===== config.mk =====
export PLATFORM = sky130hd
export DESIGN_NAME = mem_loader
export DESIGN_NICKNAME = d
export VERILOG_FILES = /design/src/rtl/mem_loader_pkg.sv /design/src/rtl/mem_loader_word_packer.sv /design/src/rtl/mem_loader.sv
export SDC_FILE = /design/constraint.sdc
export NUM_CORES = 1
export LEC_CHECK = 0
export CELL_PAD_IN_SITES_DETAIL_PLACEMENT = 0
export CELL_PAD_IN_SITES_GLOBAL_PLACEMENT = 2
export CORE_MARGIN = 8
export CORE_UTILIZATION = 46
export DETAILED_ROUTE_END_ITERATION = 12
export PLACE_DENSITY = 0.95
export SLEW_MARGIN = 20
export SYNTH_ARGS = -nofsm -noshare
export SYNTH_HDL_FRONTEND = slang
export SYNTH_HIERARCHICAL = 1
export SYNTH_SLANG_ARGS = --single-unit

===== constraint.sdc =====
create_clock -name Clk -period 7.73 [get_ports Clk]
set_input_delay 1.546 -clock Clk [delete_from_list [all_inputs] [get_ports Clk]]
set_output_delay 1.546 -clock Clk [all_outputs]
set_load 0.1 [all_outputs]

===== src/rtl/mem_loader_pkg.sv =====
// Shared types and constants for the debug-side memory loader.
package mem_loader_pkg;

  // Default memory geometry: 2048 words of 32 bits.
  localparam int MEM_ADDR_W    = 11;
  localparam int MEM_DATA_W    = 32;
  localparam int MEM_BLK_CNT_W = 9;

  // A block is 8 words, written as 4 pairs (k, k+4).
  localparam int BLOCK_WORDS    = 8;
  localparam int PAIR_OFFSET    = 4;
  localparam int BYTES_PER_WORD = 4;

  // Session state machine.
  typedef enum logic [1:0] {
    S_IDLE  = 2'd0,
    S_FILL  = 2'd1,
    S_WRITE = 2'd2,
    S_DONE  = 2'd3
  } state_e;

endpackage


===== src/rtl/mem_loader_word_packer.sv =====
// Packs an accepted byte stream little-endian into 32-bit words. The word
// output is combinational: it is valid in the same cycle the fourth byte
// is transferred, so the caller can store it on that same edge.
module word_packer
  import mem_loader_pkg::*;
(
  input  logic        clk_i,
  input  logic        rst_ni,
  input  logic        flush_i,
  input  logic [7:0]  byte_data_i,
  input  logic        byte_valid_i,
  input  logic        byte_ready_i,
  output logic [31:0] word_o,
  output logic        word_valid_o
);

  logic [1:0]  cnt_q, cnt_d;
  logic [23:0] lo_q, lo_d;
  logic        accept;

  assign accept = byte_valid_i & byte_ready_i;

  // Byte position counter and the three low bytes collected so far.
  always_comb begin
    cnt_d = cnt_q;
    lo_d  = lo_q;
    if (flush_i) begin
      cnt_d = 2'd0;
    end else if (accept) begin
      cnt_d = cnt_q + 2'd1;
      case (cnt_q)
        2'd0:    lo_d[7:0]   = byte_data_i;
        2'd1:    lo_d[15:8]  = byte_data_i;
        2'd2:    lo_d[23:16] = byte_data_i;
        default: lo_d        = lo_q;
      endcase
    end
  end

  // Counter/holding register update; reset discards any partial word.
  always_ff @(posedge clk_i or negedge rst_ni) begin
    if (!rst_ni) begin
      cnt_q <= 2'd0;
      lo_q  <= 24'd0;
    end else begin
      cnt_q <= cnt_d;
      lo_q  <= lo_d;
    end
  end

  assign word_o       = {byte_data_i, lo_q};
  assign word_valid_o = accept & ~flush_i & (cnt_q == 2'(BYTES_PER_WORD - 1));

endmodule


===== src/rtl/mem_loader.sv =====
// Debug memory loader: collects 32 bytes into an 8-word block buffer and
// writes it to the dual-port memory as 4 paired strobes (addr, addr+4).
//
// Byte handshake: a byte transfers on a rising edge where byte_valid and
// byte_ready are both 1; byte_ready is registered and only high in FILL,
// byte_valid while byte_ready=0 is ignored.
module mem_loader
  import mem_loader_pkg::*;
#(
  parameter int ADDR_W    = MEM_ADDR_W,
  parameter int DATA_W    = MEM_DATA_W,
  parameter int BLK_CNT_W = MEM_BLK_CNT_W
) (
  input  logic                 Clk,
  input  logic                 Rst_n,
  input  logic                 start,
  input  logic [ADDR_W-1:0]    base_addr,
  input  logic [BLK_CNT_W-1:0] num_blocks,
  input  logic [7:0]           byte_data,
  input  logic                 byte_valid,
  output logic                 byte_ready,
  output logic [ADDR_W-1:0]    mem_address,
  output logic [DATA_W-1:0]    mem_datain1,
  output logic [DATA_W-1:0]    mem_datain2,
  output logic                 mem_wr,
  output logic                 mem_enable_half,
  output logic                 busy,
  output logic                 done,
  output logic                 error,
  output logic [1:0]           dbg_state
);

  state_e               state_q, state_d;
  logic [2:0]           word_idx_q, word_idx_d;
  logic [1:0]           pair_q, pair_d;
  logic [ADDR_W-1:0]    blk_base_q, blk_base_d;
  logic [BLK_CNT_W-1:0] remaining_q, remaining_d;
  logic [DATA_W-1:0]    blk_buf_q [BLOCK_WORDS];

  logic                 byte_ready_q, byte_ready_d;
  logic                 mem_wr_q, mem_wr_d;
  logic                 busy_q, busy_d;
  logic                 done_q, done_d;
  logic                 error_q, error_d;
  logic [ADDR_W-1:0]    mem_address_q, mem_address_d;
  logic [DATA_W-1:0]    datain1_q, datain1_d;
  logic [DATA_W-1:0]    datain2_q, datain2_d;

  logic [31:0]          word;
  logic                 word_valid;
  logic                 unused_base_lsbs;

  // Block alignment drops the low three address bits.
  assign unused_base_lsbs = ^base_addr[2:0];

  word_packer u_packer (
    .clk_i       (Clk),
    .rst_ni      (Rst_n),
    .flush_i     (state_q == S_IDLE),
    .byte_data_i (byte_data),
    .byte_valid_i(byte_valid),
    .byte_ready_i(byte_ready_q),
    .word_o      (word),
    .word_valid_o(word_valid)
  );

  // State register.
  always_ff @(posedge Clk or negedge Rst_n) begin
    if (!Rst_n) state_q <= S_IDLE;
    else        state_q <= state_d;
  end

  // Next-state logic.
  always_comb begin
    state_d = state_q;
    case (state_q)
      S_IDLE: begin
        if (start) state_d = (num_blocks != '0) ? S_FILL : S_DONE;
      end
      S_FILL: begin
        if (word_valid && (word_idx_q == 3'(BLOCK_WORDS - 1))) state_d = S_WRITE;
      end
      S_WRITE: begin
        if (pair_q == 2'd3) begin
          state_d = (remaining_q == BLK_CNT_W'(1)) ? S_DONE : S_FILL;
        end
      end
      S_DONE:  state_d = S_IDLE;
      default: state_d = S_IDLE;
    endcase
  end

  // Block/pair counters: pair_d is the pair driven in the next cycle.
  always_comb begin
    word_idx_d  = word_idx_q;
    pair_d      = 2'd0;
    blk_base_d  = blk_base_q;
    remaining_d = remaining_q;
    if (state_q == S_IDLE) begin
      word_idx_d = 3'd0;
      if (start && (num_blocks != '0)) begin
        blk_base_d  = {base_addr[ADDR_W-1:3], 3'b000};
        remaining_d = num_blocks;
      end
    end else if (word_valid) begin
      word_idx_d = word_idx_q + 3'd1;
    end
    if (state_q == S_WRITE) begin
      pair_d = pair_q + 2'd1;
      if (pair_q == 2'd3) begin
        blk_base_d  = blk_base_q + ADDR_W'(BLOCK_WORDS);
        remaining_d = remaining_q - BLK_CNT_W'(1);
      end
    end
  end

  // Counter registers.
  always_ff @(posedge Clk or negedge Rst_n) begin
    if (!Rst_n) begin
      word_idx_q  <= 3'd0;
      pair_q      <= 2'd0;
      blk_base_q  <= '0;
      remaining_q <= '0;
    end else begin
      word_idx_q  <= word_idx_d;
      pair_q      <= pair_d;
      blk_base_q  <= blk_base_d;
      remaining_q <= remaining_d;
    end
  end

  // Block buffer: completed words land in their slot on the transfer edge.
  always_ff @(posedge Clk) begin
    if (word_valid) blk_buf_q[word_idx_q] <= word;
  end

  // Output decode from the next state so every output is a flop.
  always_comb begin
    byte_ready_d  = (state_d == S_FILL);
    mem_wr_d      = (state_d != S_WRITE);
    busy_d        = (state_d != S_IDLE);
    done_d        = (state_d == S_DONE);
    error_d       = start && (state_q != S_IDLE);
    mem_address_d = mem_address_q;
    datain1_d     = datain1_q;
    datain2_d     = datain2_q;
    if (state_d == S_WRITE) begin
      mem_address_d = blk_base_q + ADDR_W'(pair_d);
      datain1_d     = blk_buf_q[{1'b0, pair_d}];
      datain2_d     = blk_buf_q[{1'b0, pair_d} + 3'(PAIR_OFFSET)];
    end
  end

  // Output registers; the write strobe idles high.
  always_ff @(posedge Clk or negedge Rst_n) begin
    if (!Rst_n) begin
      byte_ready_q  <= 1'b0;
      mem_wr_q      <= 1'b1;
      busy_q        <= 1'b0;
      done_q        <= 1'b0;
      error_q       <= 1'b0;
      mem_address_q <= '0;
      datain1_q     <= '0;
      datain2_q     <= '0;
    end else begin
      byte_ready_q  <= byte_ready_d;
      mem_wr_q      <= mem_wr_d;
      busy_q        <= busy_d;
      done_q        <= done_d;
      error_q       <= error_d;
      mem_address_q <= mem_address_d;
      datain1_q     <= datain1_d;
      datain2_q     <= datain2_d;
    end
  end

  assign byte_ready      = byte_ready_q;
  assign mem_wr          = mem_wr_q;
  assign mem_enable_half = 1'b0;
  assign busy            = busy_q;
  assign done            = done_q;
  assign error           = error_q;
  assign mem_address     = mem_address_q;
  assign mem_datain1     = datain1_q;
  assign mem_datain2     = datain2_q;
  assign dbg_state       = state_q;

endmodule


==> results.md <==
- Via/cell ratio: 5.34
- Syn nets: 1053
- Core area: 0.0333 mm^2
- Die Ht: just under 200 um
- Number of diodes: 0
- Crit-path max cell delay: 0.69 ns
- Outcome: completed
- CTS Root Cell: clkbuf_16
- Grt total ovfl: 0
- FF+latch count, synth: 389
- Synth Flop Type: edfxtp_1
- Worst relative slew slack: 0.290
- Element type at the critical path end: flop
- WS Path Type: in2reg
- First-pass detailed-route iteration total: 5
- Distinct cell type count after synthesis: 62
- Ratio of cells with drive above 1 in the final layout: 0.168
- Min cycle time layout: around 4.2 ns
- Hold_sp: mem_datain1[5]$_DFFE_PN0N_
- Pwr Density: approximately 340 mW/mm^2
- Die area: 0.0396 mm^2
- DP HPWL: between 15000 and 20000 um
- Slew @ Worst Pin: between 1 and 1.5 ns
- Initial Util: 0.463
- Buffer count from post-CTS setup fixing: 0
- Reg2reg setup slack: 4.12 ns
- WP data required: 8.10 ns
- Fmax achieved: 0.239 GHz
- Hold EP: mem_datain1[5]$_DFFE_PN0N_
- Worst-path maximum fanout: 82
- Area grow syn2layout: 17.8%
- Global-route wire length before repair: about 49000 um
- Reg2reg path depth: 7
- HP Class: reg2reg
- Post-CTS Resized: 0
- CTS sink count: 389
- Net total in the final layout: 1153
- Clock-pin slew on the worst setup and hold paths: 0.06 ns
- Sequence of cells on the critical path: clkdlybuf4s50_1, and4b_1, nand4b_1, nand2_1, inv_4, buf_4, o21ai_0
- Placed Area: 0.0168 mm^2
- Post-CTS Hold Fix Bufs: 0
- Setup_tns: 0 ns
- Residual DRC count: 0
- Seq/Total Area, Yosys: 0.715
- Number of max-cap violations: 0
- Setup WS post-layout: 3.55 ns
- Fin. max-slew vios: 0
- Number of synthesized flops with an enable pin: 256
- PortBufs: 110
- Reg2reg end: mem_datain1[25]$_DFFE_PN0N_
- Crit start category: primary input
- WL/cell: 20.1 um
- Die width: 199 um
- Number of global-route vias before repair: ~8600
- Reg2Reg Launch Point: dbg_state[0]$_DFF_PN0_
- I/O pins: 115
- Row cnt: 67
- Largest net degree at the start of global routing: 83
- LEAKAGE: 0.00710 uW
- Initial antenna violation count: 0
- Mapped Cells: just over 1000
- CTS Buffer Depth: 3
- Syn avg cell area: 15.3 um^2
- Final core utilization: 0.545
- GRT Overall Usage: 0.162
- Final hold slack: 0.479 ns
- VDD IR max: 0.190 mV
- Synth warn: 6
- Final Cycle Share: 0.541
- H-tree lvl count: 2
- CTS tree: yes
- Arrival @ worst endpoint: between 4 and 5 ns
- Hold Violations, Final: 0
- DP Worst Slack: 2.94 ns
- GP Congestion: around 0.74
- Layout Skew: a little over 0.02 ns
- Via count: 8484
- Design area: roughly 0.018 mm^2
- Clock latency at the later pin of the worst-skew pair: 0.54 ns
- # setup viols final: 0
- Hold depth: 2
- Drt initial violations: 503
- Final WL: 31900 um
- Post-route ant nets: 0
- Worst path slowest cell: buf_4
- Area of the mapped netlist: 0.0154 mm^2
- Unrepaired setup endpoints after global routing: false
- Synth async-reset ratio: 0.342
- CTS Buf Count: 40
==> layout by cell type (no fill, tap or decap), types with 7 or more instances in the layout <==
| cell | count |
|---|---|
| clkbuf_16 | 40 |
| o21ai_0 | 14 |
| clkinv_2 | 11 |
| nor2_1 | 19 |
| mux2_2 | 88 |
| edfxtp_1 | 256 |
| o21ai_1 | 61 |
| ha_1 | 12 |
| nand2_1 | 88 |
| o22ai_1 | 64 |
| clkbuf_1 | 9 |
| dfrtp_1 | 132 |
| and2_1 | 7 |
| mux2i_1 | 70 |
| nand3_1 | 13 |
| buf_4 | 13 |
| a21oi_1 | 16 |
| inv_1 | 10 |
| clkdlybuf4s50_1 | 109 |
==> metrics by stage <==
step	std cells	power (uW)
after floorplan	1009	3940
after global placement	1515	4310
after detailed placement	1515	4350
after CTS	1589	6220
after global routing	1589	6410
final	1589	6170
==> cell type report <==
cell class                 instances  area [um^2]
fill                            2712        15100
sequential                       389        11000
multi-input combinational        542         4020
timing repair buffer             123         1200
clock buffer                      55         1120
tap                              448          561
clock inverter                    19          180
inverter                          13         51.3
==> report_power, final <==
| group | total (uW) | switching [uW] | internal [uW] |
|---|---|---|---|
| logic | 1410 | 1010 | 394 |
| clock network | 1870 | 783 | 1090 |
| registers | 2890 | 273 | 2620 |
| total | 6170 | 2070 | 4100 |
==> logic make-up after synthesis <==
logic type	share of synthesized area
adder cells (fa/ha/maj)	0.00975
XOR/XNOR	0.00284
AND/OR/NAND/NOR	0.0590
multiplexers	0.111
flip-flops	0.715
AO/OA/AOI/OAI	0.0747
buffers and inverters	0.0275
other	0.000243
==> synthesized netlist by cell type, types with 6 or more instances <==
cell	instances	share of area
buf_6	9	0.0066
and2_1	7	0.0028
a21oi_1	16	0.0052
nor2_1	25	0.0061
dfrtp_1	132	0.21
mux2_2	88	0.064
nand2b_1	6	0.0024
o22ai_1	64	0.026
nand3_1	13	0.0042
mux2i_1	70	0.045
o21ai_0	14	0.0045
inv_1	10	0.0024
buf_4	13	0.0063
edfxtp_1	256	0.50
buf_2	11	0.0036
ha_1	12	0.0097
nand2_1	88	0.021
clkbuf_1	27	0.0066
o21ai_1	61	0.020
==> metal layers <==
layer | vias to the layer above | GRT usage | wire length [um]
li1 | 4010 | - | -
met1 | 4210 | 0.215 | 13900
met2 | 221 | 0.272 | 15700
met3 | 43 | 0.0294 | 1750
met4 | 0 | 0.0442 | 610
met5 | - | 0 | 0
==> state kept, by name, summed over array words and instances, names as in the netlist, 3 cells and up <==
signal / cells
blk_buf_q: 256
mem_datain1: 32
mem_datain2: 32
u_packer/lo_q: 24
blk_base_q: 11
mem_address: 11
remaining_q: 9
word_idx_q: 3
==> how the worst max path moves through the flow <==
stage,startpoint,cells after the start,end
after floorplan,byte_valid,5,blk_buf_q[0][0]$_DFFE_PP_
after global placement,byte_valid,7,mem_datain1[21]$_DFFE_PN0N_
after detailed placement,byte_valid,7,mem_datain1[21]$_DFFE_PN0N_
after CTS,byte_valid,7,mem_datain1[21]$_DFFE_PN0N_
after global routing,byte_valid,7,mem_datain1[23]$_DFFE_PN0N_
final,byte_valid,7,mem_datain1[25]$_DFFE_PN0N_
==> worst max-delay path: cells and delay by family <==
kind,cells,cell delay (ns)
compound gates,1,0.21
simple gates,3,0.88
buf+inv,3,1.88
No activity file was read; power rests on OpenSTA's default activity.
